File: config.mk
export PLATFORM = sky130hd
export DESIGN_NAME = unified_mem_scheduler
export DESIGN_NICKNAME = d
export VERILOG_FILES = /design/src/rtl/unified_mem_scheduler.sv
export SDC_FILE = /design/constraint.sdc
export NUM_CORES = 1
export LEC_CHECK = 0
export CAP_MARGIN = 20
export CORE_AREA = 4 4 104 106
export CTS_BUF_LIST = sky130_fd_sc_hd__clkbuf_8
export CTS_CLUSTER_DIAMETER = 40
export DETAILED_ROUTE_END_ITERATION = 10
export DIE_AREA = 0 0 108 110
export SYNTH_ARGS = -nofsm -noshare
export SYNTH_HDL_FRONTEND = slang
export SYNTH_SLANG_ARGS = --single-unit
export TNS_END_PERCENT = 20
File: constraint.sdc
create_clock -name clk -period 2.05 [get_ports clk]
set_clock_uncertainty 0.1 [all_clocks]
set_input_delay 0.615 -clock clk [delete_from_list [all_inputs] [get_ports clk]]
set_output_delay 0.615 -clock clk [all_outputs]
set_load 0.03 [all_outputs]
File: src/rtl/unified_mem_scheduler.sv
// Shares one single-ported synchronous memory between instruction fetch and load/store data.
// Latency: a read granted in cycle T returns in cycle T+1; one access per cycle, no bubbles.
// Backpressure: if_ready/d_ready are per-cycle grants; requesters hold req/addr until granted.
// Ports: clk/rst (sync, active-high); if_* fetch port (req/addr/flush in, ready/rvalid/rdata out);
//        d_* load/store port (req/we/addr/wdata/be in, ready/rvalid/rdata out);
//        mem_* memory side (en/we/addr/wdata/be out, rdata in, valid one cycle after a read).
module unified_mem_scheduler #(
  parameter int ADDR_W       = 32,
  parameter int DATA_W       = 32,
  parameter int STARVE_LIMIT = 4
) (
  input  logic                clk,
  input  logic                rst,
  input  logic                if_req,
  input  logic [ADDR_W-1:0]   if_addr,
  input  logic                if_flush,
  output logic                if_ready,
  output logic                if_rvalid,
  output logic [DATA_W-1:0]   if_rdata,
  input  logic                d_req,
  input  logic                d_we,
  input  logic [ADDR_W-1:0]   d_addr,
  input  logic [DATA_W-1:0]   d_wdata,
  input  logic [DATA_W/8-1:0] d_be,
  output logic                d_ready,
  output logic                d_rvalid,
  output logic [DATA_W-1:0]   d_rdata,
  output logic                mem_en,
  output logic                mem_we,
  output logic [ADDR_W-1:0]   mem_addr,
  output logic [DATA_W-1:0]   mem_wdata,
  output logic [DATA_W/8-1:0] mem_be,
  input  logic [DATA_W-1:0]   mem_rdata
);

  localparam logic [3:0] LIMIT = 4'(STARVE_LIMIT);

  // Owner of the read issued in the previous cycle.
  typedef enum logic [1:0] {
    PEND_NONE = 2'd0,
    PEND_INST = 2'd1,
    PEND_DATA = 2'd2
  } pend_t;

  pend_t      pend, pend_next;
  logic [3:0] starve_cnt, starve_next;
  logic       grant_d, grant_i;

  always_ff @(posedge clk) begin
    if (rst) begin
      pend       <= PEND_NONE;
      starve_cnt <= 4'd0;
    end else begin
      pend       <= pend_next;
      starve_cnt <= starve_next;
    end
  end

  always_comb begin
    grant_d     = 1'b0;
    grant_i     = 1'b0;
    mem_en      = 1'b0;
    mem_we      = 1'b0;
    mem_addr    = '0;
    mem_wdata   = '0;
    mem_be      = '0;
    pend_next   = PEND_NONE;
    starve_next = starve_cnt;
    if_ready    = 1'b0;
    d_ready     = 1'b0;
    if_rvalid   = 1'b0;
    if_rdata    = '0;
    d_rvalid    = 1'b0;
    d_rdata     = '0;

    if (!rst) begin
      // Data wins unless fetch has been passed over STARVE_LIMIT times in a row;
      // a flushed fetch is not a competitor at all.
      grant_d  = d_req && (!if_req || if_flush || (starve_cnt < LIMIT));
      grant_i  = if_req && !if_flush && !grant_d;
      d_ready  = grant_d;
      if_ready = grant_i;

      if (grant_d) begin
        mem_en    = 1'b1;
        mem_we    = d_we;
        mem_addr  = d_addr;
        mem_wdata = d_wdata;
        mem_be    = d_be;
        if (!d_we) pend_next = PEND_DATA;
      end else if (grant_i) begin
        mem_en    = 1'b1;
        mem_addr  = if_addr;
        pend_next = PEND_INST;
      end

      // Only a live, passed-over fetch ages the counter; a flushed one holds it.
      if (grant_i || !if_req) begin
        starve_next = 4'd0;
      end else if (grant_d && !if_flush) begin
        starve_next = (starve_cnt >= LIMIT) ? LIMIT : starve_cnt + 4'd1;
      end

      // Return stage for last cycle's read; a redirect discards a fetch return.
      case (pend)
        PEND_INST: begin
          if_rvalid = !if_flush;
          if_rdata  = mem_rdata;
        end
        PEND_DATA: begin
          d_rvalid = 1'b1;
          d_rdata  = mem_rdata;
        end
        default: ;
      endcase
    end
  end

endmodule

==> flow_summary.toml <==
[outcome]
outcome = "complete, but fails checks"
violations = "setup timing"

[setup_path]
rr_worst_depth = 5
start_kind = "input pin"
critical_path_arrival_ns = 1.77
crit_type = "in2out"
r2r_slack_ns = 0.55
cp.required_ns = 1.33
r2r-end = "pend[1]"
reg2reg_from = "starve_cnt[3]"
cp-end-kind = "output port"
worst-path-max-fanout = 12

[finish]
fillerInstances = 900
final_nets = 620
final_common_cell = "clkdlybuf4s50_1"
diodes = 0
mostFrequentLayoutCells = "clkdlybuf4s50_1 (133), buf_6 (90), buf_4 (62)"
area_growth_pct = 267
layout-drive-gt1-share_pct = 55.1

[drt]
routedWlPerCell_um = 17.7
drtAntennaViolNets = 0
drtPass1Iterations = 4
vias = 2504
wl_um = 10800
vias_per_cell = 4.09
drc = 0
first_iter_violations = 66

[sta]
slew_viol_final = 0
hold_violations = 0
tightest_slew_ns = 0.206
grt_setup_unrepaired = "yes"
post-route-period-util_pct = 121
timing.final.ws_setup_ns = -0.432
clock.fmax_mhz = 403
relSlewSlack_pct = 86.1
finalSetupViolations = 138
final.min_clock_period_ns = 2.48
finalHoldWorstSlack_ns = 0.387

[grt]
grtUsageTotal_pct = 16.5
grt_pass1_wl_um = 15100
grt_max_degree = 34
grt_pass1_vias = 2665
overflow = 0
antenna_found_initial = 0

[die]
initial_core_util_pct = 14.1
dieArea_um2 = 11900
dieWidth_um = 108
core_region_area_um2 = 9770
ioPinCount = 276
rows = 36
die_h_um = 110

[worst_hold_path]
hold_path_class = "reg2reg"
hold_end = "starve_cnt[0]"
hp-start = "starve_cnt[0]"
min_delay_path_depth = 2

[flow_run]
cap_violations = 0

[power_and_ir_drop]
leakage_nw = 2.34
report.power.total_w = 0.00120
p_per_area_nw_per_um2 = 237
vdd_drop_max_mv = 0.164

[cts]
root_buffer = "clkbuf_8"
clkTransAtPathRegs_ns = 0.04
cts_tree = "yes"
cts_buffers = 3
cts.sinks = 6
clkLatencyLatePin_ns = 0.23
ctsHoldBuffers = 0
htreeDepth = 1
clockBufferDepth = 2

[logic_synthesis]
synth_warnings = 0
synth_seq_cells = 6
synthDistinctLibCells = 24
synth_seq_area_share_pct = 8.72
synthCells = 186
synth.avg_cell_area_um2 = 7.41
synth_nets = 325
synth_area_um2 = 1380

[place]
gp_congestion = 0.843
hpwl_um = 8120
port_buffers = 275
==> timing repair <==
action,in CTS,in global routing
hold endpoints to repair,0,0
setup buffers,13,0
cloned,6,2
endpoints found under the setup margin,138,138
resized for setup,128,17
pin swaps,4,4
==> Yosys cell counts <==
| master | count | area [um2] |
|---|---|---|
| and2_1 | 101 | 632 |
| a22o_1 | 32 | 280 |
| buf_6 | 7 | 78.8 |
| clkbuf_1 | 6 | 22.5 |
| dfxtp_1 | 6 | 120 |
| nor2b_1 | 6 | 37.5 |
| buf_2 | 3 | 15.0 |
| nand2b_1 | 3 | 18.8 |
| nor2_1 | 3 | 11.3 |
| nand2_1 | 2 | 7.51 |
| nor3b_1 | 2 | 15.0 |
| nor3b_2 | 2 | 25.0 |
| o21ai_0 | 2 | 10.0 |
| a21boi_0 | 1 | 7.51 |
| a21oi_1 | 1 | 5.00 |
| a21oi_4 | 1 | 16.3 |
| a31oi_1 | 1 | 6.26 |
| and3_1 | 1 | 6.26 |
| ha_1 | 1 | 12.5 |
| inv_1 | 1 | 3.75 |
| nand3_1 | 1 | 5.00 |
| nor2b_4 | 1 | 13.8 |
| nor3b_4 | 1 | 18.8 |
| or2_4 | 1 | 8.76 |
==> report_power, final <==
part	internal [W]	leakage, nW	switching, W
clock	0.000127	0.0216	0.0000577
combinational	0.000528	2.27	0.000365
sequential	0.000119	0.0487	0.00000194
total	0.000775	2.34	0.000424
==> worst max-delay path by stage <==
stage	start	to	slack, ns	cells past startpoint
finish	if_req	mem_be[0]	-0.43	7
global route	if_req	mem_be[0]	-0.48	7
CTS	if_req	mem_addr[26]	-0.50	9
detailed placement	if_req	mem_addr[20]	-0.76	6
global placement	if_req	mem_addr[20]	-0.74	6
floorplan	if_req	mem_addr[10]	-0.16	4
==> flip-flops by register name, summed over array words and instances, names as in the netlist <==
signal / count
starve_cnt: 4
pend: 2
==> cells by family after synthesis <==
kind of cell | Yosys count | synth area share, %
AND/OR/NAND/NOR | 124 | 58.0
AO/OA/AOI/OAI | 38 | 23.6
buffers and inverters | 17 | 8.72
flip-flops | 6 | 8.72
adder cells (fa/ha/maj) | 1 | 0.908
==> metal layers <==
metal | vias up | routed length, um | GRT usage, %
li1 | 1219 | - | -
met2 | 112 | 5940 | 31.6
met3 | 12 | 784 | 4.43
met5 | - | 0 | 0
met4 | 0 | 134 | 2.52
met1 | 1161 | 3970 | 18.5
==> worst max-delay path: stages <==
cell and delay, ns:
buf_6 0.09, nor2b_4 0.12, buf_6 0.11, a21oi_4 0.20, bufbuf_16 0.31, and2_1 0.15
buf_4 0.16
==> layout make-up <==
class,instances,area (um2),area share (%)
Sequential cell,6,120,2.38
Inverter,1,3.75,0.0743
Multi-Input combinational cell,163,1460,28.9
Clock buffer,3,41.3,0.817
Tap cell,133,166,3.29
Timing Repair Buffer,306,3260,64.5
==> through the flow <==
step | setup TNS (ns) | utilization [%] | cells | cell area (um2) | worst slack, ns
2_1_floorplan | -14.79 | - | 186 | 1570 | -0.159
3_3_place_gp | -89.36 | 43.1 | 591 | 4210 | -0.742
3_5_place_dp | -88.79 | 43.1 | 591 | 4210 | -0.761
4_1_cts | -44.10 | 50.8 | 612 | 4970 | -0.499
5_1_grt | -49.64 | 51.7 | 612 | 5050 | -0.485
6_report | -41.99 | 51.7 | 612 | 5050 | -0.432
(Power assumes the default switching activity.)
